[config.mk]
export PLATFORM = sky130hd
export DESIGN_NAME = quantum_watchdog_flat
export DESIGN_NICKNAME = d
export VERILOG_FILES = /design/src/rtl/quantum_watchdog_if.sv /design/src/rtl/quantum_watchdog.sv /design/src/flat_wrapper.sv
export SDC_FILE = /design/constraint.sdc
export NUM_CORES = 1
export LEC_CHECK = 0
export ABC_AREA = 1
export CORE_MARGIN = 5
export CORE_UTILIZATION = 45
export CTS_CLUSTER_SIZE = 24
export DETAILED_ROUTE_END_ITERATION = 16
export HOLD_SLACK_MARGIN = 0.03
export PLACE_DENSITY = 0.74
export SYNTH_ARGS = -nofsm -noshare
export SYNTH_HDL_FRONTEND = slang
export SYNTH_SLANG_ARGS = --single-unit
[constraint.sdc]
create_clock -name clock -period 2.2 [get_ports clock]
set_input_delay 0.44 -clock clock [delete_from_list [all_inputs] [get_ports clock]]
set_output_delay 0.44 -clock clock [all_outputs]
set_load 0.05 [all_outputs]
[src/rtl/quantum_watchdog_if.sv]
// Signal bundle between the retire stage / OS register port and the quantum watchdog.
// The master drives retire and quantum-write information; the slave returns preemption status.
interface quantum_watchdog_if #(
    parameter int PC_WIDTH      = 12,
    parameter int QUANTUM_WIDTH = 32
);
    logic [5:0]               operation;
    logic [PC_WIDTH-1:0]      program_counter;
    logic                     instruction_valid;
    logic                     quantum_write;
    logic [QUANTUM_WIDTH-1:0] quantum_data;
    logic [QUANTUM_WIDTH-1:0] output_watchdog;
    logic [QUANTUM_WIDTH-1:0] remaining;
    logic                     context_exchange;
    logic                     expired;

    modport master (
        output operation, program_counter, instruction_valid, quantum_write, quantum_data,
        input  output_watchdog, remaining, context_exchange, expired
    );

    modport slave (
        input  operation, program_counter, instruction_valid, quantum_write, quantum_data,
        output output_watchdog, remaining, context_exchange, expired
    );
endinterface

[src/rtl/quantum_watchdog.sv]
// Preemption timer: counts user-mode instructions against an OS quantum and, once it is used up,
// requests a context exchange at the next safe instruction boundary.
module quantum_watchdog #(
    parameter int OS_BOUNDARY   = 256,
    parameter int PC_WIDTH      = 12,
    parameter int QUANTUM_WIDTH = 32
) (
    input  logic             clock,
    input  logic             reset,
    quantum_watchdog_if.slave bus
);
    typedef enum logic [1:0] {
        DISARMED = 2'd0,
        COUNTING = 2'd1,
        PENDING  = 2'd2,
        EXCHANGE = 2'd3
    } state_t;

    localparam logic [PC_WIDTH-1:0]      OS_BOUND_C   = PC_WIDTH'(OS_BOUNDARY);
    localparam logic [QUANTUM_WIDTH-1:0] Q_ZERO_C     = {QUANTUM_WIDTH{1'b0}};
    localparam logic [QUANTUM_WIDTH-1:0] Q_ONE_C      = {{(QUANTUM_WIDTH-1){1'b0}}, 1'b1};
    localparam logic [5:0]               OP_START_SYS = 6'b100111;

    // I/O and register-indirect memory ops are not a safe point to leave user code.
    function automatic logic is_safe_op(input logic [5:0] op);
        logic safe;
        case (op)
            6'b011101: safe = 1'b0;
            6'b100000: safe = 1'b0;
            6'b100001: safe = 1'b0;
            6'b100010: safe = 1'b0;
            default:   safe = 1'b1;
        endcase
        return safe;
    endfunction

    state_t                   state_r;
    state_t                   state_s;
    logic [QUANTUM_WIDTH-1:0] quantum_r;
    logic [QUANTUM_WIDTH-1:0] quantum_s;
    logic [QUANTUM_WIDTH-1:0] remaining_r;
    logic [QUANTUM_WIDTH-1:0] remaining_s;
    logic [QUANTUM_WIDTH-1:0] output_watchdog_r;
    logic                     context_exchange_r;
    logic                     expired_r;
    logic                     user_instr_s;
    logic                     os_instr_s;
    logic                     start_sys_s;

    assign user_instr_s = bus.instruction_valid && (bus.program_counter >= OS_BOUND_C);
    assign os_instr_s   = bus.instruction_valid && (bus.program_counter < OS_BOUND_C);
    assign start_sys_s  = bus.instruction_valid && (bus.operation == OP_START_SYS);

    // Next-state: quantum writes beat start_system, which beats normal sequencing.
    always_comb begin
        state_s     = state_r;
        quantum_s   = quantum_r;
        remaining_s = remaining_r;
        if (bus.quantum_write) begin
            if (bus.quantum_data != Q_ZERO_C) begin
                state_s     = COUNTING;
                quantum_s   = bus.quantum_data;
                remaining_s = bus.quantum_data;
            end else begin
                state_s     = DISARMED;
                quantum_s   = Q_ZERO_C;
                remaining_s = Q_ZERO_C;
            end
        end else if (start_sys_s) begin
            state_s     = DISARMED;
            quantum_s   = Q_ZERO_C;
            remaining_s = Q_ZERO_C;
        end else begin
            case (state_r)
                DISARMED: begin
                    state_s = DISARMED;
                end
                COUNTING: begin
                    if (user_instr_s) begin
                        if (remaining_r > Q_ONE_C) begin
                            remaining_s = remaining_r - Q_ONE_C;
                        end else begin
                            remaining_s = Q_ZERO_C;
                            state_s     = PENDING;
                        end
                    end else begin
                        state_s = COUNTING;
                    end
                end
                PENDING: begin
                    if (bus.instruction_valid && is_safe_op(bus.operation)) begin
                        state_s = EXCHANGE;
                    end else begin
                        state_s = PENDING;
                    end
                end
                EXCHANGE: begin
                    // OS has taken over: reload and pause until the user region resumes.
                    if (os_instr_s) begin
                        state_s     = COUNTING;
                        remaining_s = quantum_r;
                    end else begin
                        state_s = EXCHANGE;
                    end
                end
                default: begin
                    state_s     = DISARMED;
                    quantum_s   = Q_ZERO_C;
                    remaining_s = Q_ZERO_C;
                end
            endcase
        end
    end

    // State and registered outputs, all derived from the next-state values.
    always_ff @(posedge clock) begin
        if (!reset) begin
            state_r            <= DISARMED;
            quantum_r          <= Q_ZERO_C;
            remaining_r        <= Q_ZERO_C;
            output_watchdog_r  <= Q_ZERO_C;
            context_exchange_r <= 1'b0;
            expired_r          <= 1'b0;
        end else begin
            state_r            <= state_s;
            quantum_r          <= quantum_s;
            remaining_r        <= remaining_s;
            output_watchdog_r  <= (state_s != DISARMED) ? quantum_s : Q_ZERO_C;
            context_exchange_r <= (state_s == EXCHANGE);
            expired_r          <= (state_s == PENDING) || (state_s == EXCHANGE);
        end
    end

    assign bus.output_watchdog  = output_watchdog_r;
    assign bus.remaining        = remaining_r;
    assign bus.context_exchange = context_exchange_r;
    assign bus.expired          = expired_r;
endmodule

[src/flat_wrapper.sv]
// flat-port wrapper written by rule: the top's interface ports become plain ports
module quantum_watchdog_flat 
#(
    parameter int OS_BOUNDARY   = 256,
    parameter int PC_WIDTH      = 12,
    parameter int QUANTUM_WIDTH = 32
)
  (clock, reset, bus_operation, bus_program_counter, bus_instruction_valid, bus_quantum_write, bus_quantum_data, bus_output_watchdog, bus_remaining, bus_context_exchange, bus_expired);
  quantum_watchdog_if #(.PC_WIDTH(PC_WIDTH), .QUANTUM_WIDTH(QUANTUM_WIDTH)) bus_i ();
  input  logic clock;
  input  logic reset;
  input wire logic [$bits(bus_i.operation)-1:0] bus_operation;
  input wire logic [$bits(bus_i.program_counter)-1:0] bus_program_counter;
  input wire logic [$bits(bus_i.instruction_valid)-1:0] bus_instruction_valid;
  input wire logic [$bits(bus_i.quantum_write)-1:0] bus_quantum_write;
  input wire logic [$bits(bus_i.quantum_data)-1:0] bus_quantum_data;
  output wire logic [$bits(bus_i.output_watchdog)-1:0] bus_output_watchdog;
  output wire logic [$bits(bus_i.remaining)-1:0] bus_remaining;
  output wire logic [$bits(bus_i.context_exchange)-1:0] bus_context_exchange;
  output wire logic [$bits(bus_i.expired)-1:0] bus_expired;
  assign bus_i.operation = bus_operation;
  assign bus_i.program_counter = bus_program_counter;
  assign bus_i.instruction_valid = bus_instruction_valid;
  assign bus_i.quantum_write = bus_quantum_write;
  assign bus_i.quantum_data = bus_quantum_data;
  assign bus_output_watchdog = bus_i.output_watchdog;
  assign bus_remaining = bus_i.remaining;
  assign bus_context_exchange = bus_i.context_exchange;
  assign bus_expired = bus_i.expired;
  quantum_watchdog #(.OS_BOUNDARY(OS_BOUNDARY), .PC_WIDTH(PC_WIDTH), .QUANTUM_WIDTH(QUANTUM_WIDTH)) u_core (.clock(clock), .reset(reset), .bus(bus_i));
endmodule
# After elaboration in Yosys (flattened, before gate mapping)
# Index checks and enable logic that the tools add are counted.
[classes]
add_sub_neg = 1
mul = 0
div = 0
order_cmp = 3
n_eq_ne = 12
shift = 0
mux = 21
n_bitwise = 0
reduce_logical = 12
[op_table]
columns = ["operator", "count"]
rows = [
  ["$mux W32", 8],
  ["$pmux W32 S2", 1],
  ["$gt A32 B1 Y1 const B", 1],
  ["$reduce_bool A32 Y1", 1],
  ["$sub A32 B1 Y32 const B", 1],
  ["$eq A6 B6 Y1 const B", 4],
  ["$ge A12 B9 Y1 const B", 1],
  ["$lt A12 B9 Y1 const B", 1],
  ["$mux W2", 5],
  ["$eq A2 B2 Y1 const B", 4],
  ["$ne A4 B2 Y1 const B", 2],
  ["$pmux W2 S4", 1],
  ["$eq A6 B5 Y1 const B", 1],
  ["$mux W1", 6],
  ["$logic_and A1 B1 Y1", 4],
  ["$reduce_bool A4 Y1", 1],
  ["$reduce_or A4 Y1", 1],
  ["$reduce_and A3 Y1", 1],
  ["$eq A2 B1 Y1 const B", 1],
  ["$logic_not A2 Y1", 1],
  ["$reduce_and A2 Y1", 1],
  ["$reduce_bool A2 Y1", 1],
  ["$logic_or A1 B1 Y1", 1],
]
[word_totals]
reg_bits = 100
latchBits = 0
ramBits = 0
rom_bits = 0
inputBits = 54
out_inout_bits = 66
wordCells = 55
n_memories = 0

# Depth between registers and ports, before layout
# Gate-level depths: netlist of the first run.
[logic_depth]
depth_word = 13
ltp_mapped = 16
depth_no_buf = 15

# Least setup slack after synthesis of the first run
# No wires, ideal clock.
[synth_timing]
kind = "register -> register"
from = "register u_core.remaining_r[0], in the netlist u_core.bus.remaining[0]"
to = "register u_core.output_watchdog_r[16], in the netlist u_core.bus.output_watchdog[16]"
setup_time_ns = 0.113
arrival_time_ns = 2.016
required_ns = 2.087
setup_slack_ns = 0.071
path_stages_with_launch = 16
n_path_buf = 1
synth_period_minus_slack_ns = 2.129
cell_sequence = "dfxtp_1 > inv_1 > ha_1 > inv_1 > nand2_1 > nand2_1 > nor2_1 > nand2_1 > nor2_4 > nand3_1 > nand2_1 > nand3_2 > nand3_2 > nand2_4 > buf_12 > nor2_4"
[synth_between]
elab_chain_len = 8
[synth_rtl]
columns = ["element", "line", "text"]
rows = [
  ["start: declaration", "quantum_watchdog.sv:41", "logic [QUANTUM_WIDTH-1:0] remaining_r;"],
  ["start signal: assignment", "quantum_watchdog.sv:127", "remaining_r <= remaining_s;"],
  ["$gt A32 B1 Y1", "quantum_watchdog.sv:80", "if (remaining_r > Q_ONE_C) begin"],
  ["$mux W2", "quantum_watchdog.sv:80", ""],
  ["$mux W2", "quantum_watchdog.sv:79", "if (user_instr_s) begin"],
  ["$pmux W2 S4", "quantum_watchdog.sv:74", "case (state_r)"],
  ["$mux W2", "quantum_watchdog.sv:69", "end else if (start_sys_s) begin"],
  ["$mux W2", "quantum_watchdog.sv:59", "if (bus.quantum_write) begin"],
  ["$reduce_bool A2 Y1", "quantum_watchdog.sv:128", "output_watchdog_r <= (state_s != DISARMED) ? quantum_s : Q_ZERO_C;"],
  ["$reduce_and A2 Y1 (no line)", "n/a", ""],
  ["end signal: assignment", "quantum_watchdog.sv:128", ""],
  ["end: declaration", "quantum_watchdog.sv:43", "logic [QUANTUM_WIDTH-1:0] output_watchdog_r;"],
]
# No other way between the ends.
# A chain may end at the register's enable or synchronous reset.

# Worst setup path after layout of the first run
[layout_timing]
from = "register u_core.remaining_r[18], in the netlist u_core.bus.remaining[18]"
to = "output port bus_remaining[18]"
[layout_lines]
columns = ["element", "line", "text"]
rows = [
  ["end: declaration", "flat_wrapper.sv:18", "output wire logic [$bits(bus_i.remaining)-1:0] bus_remaining;"],
]
# No word-level cell between the ends.

==> results by group, run 1 <==
Outcome
  – Status: finished, final reports clean

Power
  – Switching share of power: 33.3%
  – Pint: 3.44 mW
  – Clock power share: 31.7%
  – PD cells: 706 nW/um^2
  – Psw: 1.71 mW
  – Leak pwr: 3.19 nW
  – Maximum vdd drop: 0.000347 V
  – Flop pwr share: 39.6%
  – Overall Power: 5.15 mW
  – Combinational share of power: 28.7%

Floorplan
  – Die height: 118 um
  – Die area: 13900 sq um
  – Ports: 120
  – Starting Density: 45.8%
  – Core area: 11400 sq um
  – Placement row count: 39
  – Horiz. Die Dim: 118 um

Logic synthesis
  – Cells after Synth: 753
  – Register bit count reported by yosys: 100
  – Seq/Total Area, Yosys: 38.3%
  – Top_reg_cell synth: dfxtp_1
  – Number of library cell types mapped by synthesis: 37
  – Area contributors post-synth: dfxtp_1 38%, nand2_1 9.8%, inv_1 8.0%
  – Post-synth top area share: 38.3%
  – Yosys top cell by area: dfxtp_1
  – Post-synth ARST share: 0%
  – Post-Syn Area: 5230 sq um
  – Synthesized area per cell: 6.94 sq um
  – YS warnings: 0
  – Number of enable flip-flop cells after synthesis: 0
  – Syn Nets: 809

GRT
  – Total GRT Usage: 21.3%
  – First-pass GRT wire length: 24.5 mm
  – Vias in the first global route: 5002
  – Largest net degree at the start of global routing: 35
  – Antenna violations before repair: 0
  – GRT overflow: 0

Worst setup path
  – Critical Path AT: 1.67 ns
  – Cell count of the worst reg-to-reg path: 16
  – Crit path buffers/inverters: 1
  – Max Fanout on Critical Path: 6
  – Startpoint Class: register
  – Delay-heaviest family, CP: buffers and inverters
  – Reg2reg start: u_core.bus.remaining[1]$_SDFFE_PN0P_
  – CP Cell Sequence: clkdlybuf4s50_1
  – Reg2reg end: u_core.bus.output_watchdog[21]$_SDFF_PN0_
  – Kind of critical path: reg -> out
  – Internal reg-to-reg setup slack: 0.19 ns
  – Crit-path max cell delay: 0.86 ns
  – Worst path required time: 1.76 ns
  – Critical path's slowest cell: clkdlybuf4s50_1
  – Critical Path End Type: output pin

Layout
  – Final cell count without fillers: 1053
  – # diodes: 0
  – Most frequent cells in the layout: 136 x nand2_1, 111 x clkdlybuf4s50_1, 110 x inv_1, 102 x nor2_1, 99 x dfxtp_1
  – Share of cells above drive strength 1: 15.5%
  – Fin nets: 961
  – Commonest non-fill, non-tap cell in the layout: nand2_1
  – P&R area growth vs syn: 39.4%

Placement
  – Hpwl dp: 10.9 mm
  – # port buffers: 111
  – Pre-CTS setup slack: -0.194 ns
  – Placer Congestion: 0.822
  – Dpl cells: 1032

Clocking
  – CTS sink count: 100
  – Clk root buf: clkbuf_16
  – TritonCTS buffer count: 9
  – Worst-skew pair later-pin latency: 0.34 ns
  – Deepest clock path buffer count: 2
  – CTS tree: done
  – H-tree levels: 3
  – Reg clk slew, reported paths: 0.07 ns

Timing
  – Least-Margin Pin Slew: 0.553 ns
  – Final hold violation count: 0
  – Max-slew headroom: 63.0%
  – Final setup TNS: 0 ns
  – Fin crit share: 96.1%
  – Fin. max-slew vios: 0
  – Final min period: 2.11 ns
  – Final setup fails: 0
  – Final Skew: 0.00443 ns
  – Worst hold slack: 0.573 ns
  – Fmax: 0.473 GHz
  – Fin worst setup slack: 0.0858 ns

Routing
  – Final antenna-violating net count: 0
  – Vias: 5221
  – WL/cell: 14.3 um
  – Final WL: 15.0 mm
  – Via density: 4.96
  – Drt pass-1 iters: 5
  – Initial drt markers: 531
  – Residual DRC: 0

Min path
  – Min-Delay Path Depth: 2
  – Worst Hold Class: reg -> reg
  – Endpoint of the worst hold path: u_core.bus.remaining[14]$_SDFFE_PN0P_
  – Hold_sp: u_core.bus.remaining[14]$_SDFFE_PN0P_

Job
  – Max-Cap Viols: 0
-- cell usage after synthesis, types with 4 or more instances --
cell type	count
nand2_1	137
inv_1	112
nor2_1	102
dfxtp_1	100
o21ai_0	70
nand3_1	38
a21oi_1	34
nor2_4	33
nor3_1	22
clkbuf_1	17
nor2_2	10
buf_2	8
nand4_1	7
nand3b_1	5
o31ai_1	5
xor2_1	5
nor4_1	4
o21bai_1	4
or2_2	4
-- stage by stage --
stage                     cell area (sq um)  utilization, %
after CTS                              7160            62.7
final                                  7290            63.8
after detailed placement               6860            60.0
after global placement                 6860            60.0
after floorplan                        5230               -
after global routing                   7290            63.8
-- per-layer routing --
layer | part of all wire, % | wire, um | vias to the layer above | GRT usage, %
met2 | 47 | 6990 | 159 | 33.6
li1 | - | - | 2673 | -
met1 | 46 | 6890 | 2377 | 30.3
met4 | 1.1 | 159 | 0 | 5.81
met5 | 0 | 0 | - | 0
met3 | 6.5 | 970 | 12 | 3.12
-- flip-flops by register name, summed over array words and instances (netlist names) --
| name | cells |
|---|---|
| u_core.bus.expired | 1 |
| u_core.bus.output_watchdog | 32 |
| u_core.state_r | 2 |
| u_core.bus.context_exchange | 1 |
| u_core.quantum_r | 32 |
| u_core.bus.remaining | 32 |
-- layout make-up --
type | count | area [sq um]
Multi-Input combinational cell | 508 | 2660
Inverter | 117 | 442
Clock buffer | 13 | 260
Sequential cell | 100 | 2000
Fill cell | 986 | 4130
Clock inverter | 3 | 43.8
Tap cell | 143 | 179
Timing Repair Buffer | 169 | 1700
-- cells by family after synthesis --
logic type                 synth area share, %
xor gates and xnor gates                  1.01
buffers and inverters                     11.6
and+or+nand+nor                           35.7
DFF                                       38.3
AOI/OAI and AO/OA                         12.9
adders and majority gates                0.479
-- power groups by stage --
stage	clock, mW	sequential [mW]	combinational [mW]
5_1_grt	1.75	2.05	1.61
3_5_place_dp	0	2.08	1.43
2_1_floorplan	0	2.35	0.627
4_1_cts	1.67	2.04	1.44
3_3_place_gp	0	2.08	1.41
6_report	1.63	2.04	1.48
-- timing repair --
item,in CTS,in global routing
hold buffers,0,0
resized for setup,0,11
setup endpoints to repair,0,31
setup buffers,0,1
-- worst max-delay path by stage --
stage	start	end	cells after the start
after floorplan	u_core.bus.remaining[0]$_SDFFE_PN0P_	u_core.bus.output_watchdog[16]$_SDFF_PN0_	15
after global placement	bus_quantum_data[13]	u_core.bus.output_watchdog[23]$_SDFF_PN0_	8
after detailed placement	bus_quantum_data[13]	u_core.bus.output_watchdog[20]$_SDFF_PN0_	8
after CTS	u_core.bus.remaining[18]$_SDFFE_PN0P_	bus_remaining[18]	1
after global routing	u_core.bus.remaining[1]$_SDFFE_PN0P_	u_core.bus.output_watchdog[21]$_SDFF_PN0_	16
final	u_core.bus.remaining[18]$_SDFFE_PN0P_	bus_remaining[18]	1
No activity file was read; power rests on OpenSTA's default activity.
==> run 2: changes to the inputs <==
--- a/config.mk
+++ b/config.mk
@@ -8,7 +8,7 @@
 export ABC_AREA = 1
 export CORE_MARGIN = 5
 export CORE_UTILIZATION = 45
-export CTS_CLUSTER_SIZE = 24
+export CTS_CLUSTER_SIZE = 8
 export DETAILED_ROUTE_END_ITERATION = 16
 export HOLD_SLACK_MARGIN = 0.03
 export PLACE_DENSITY = 0.74
==> results of run 2 <==
No change in the layout: final DEF, timing and power equal those of run 1.
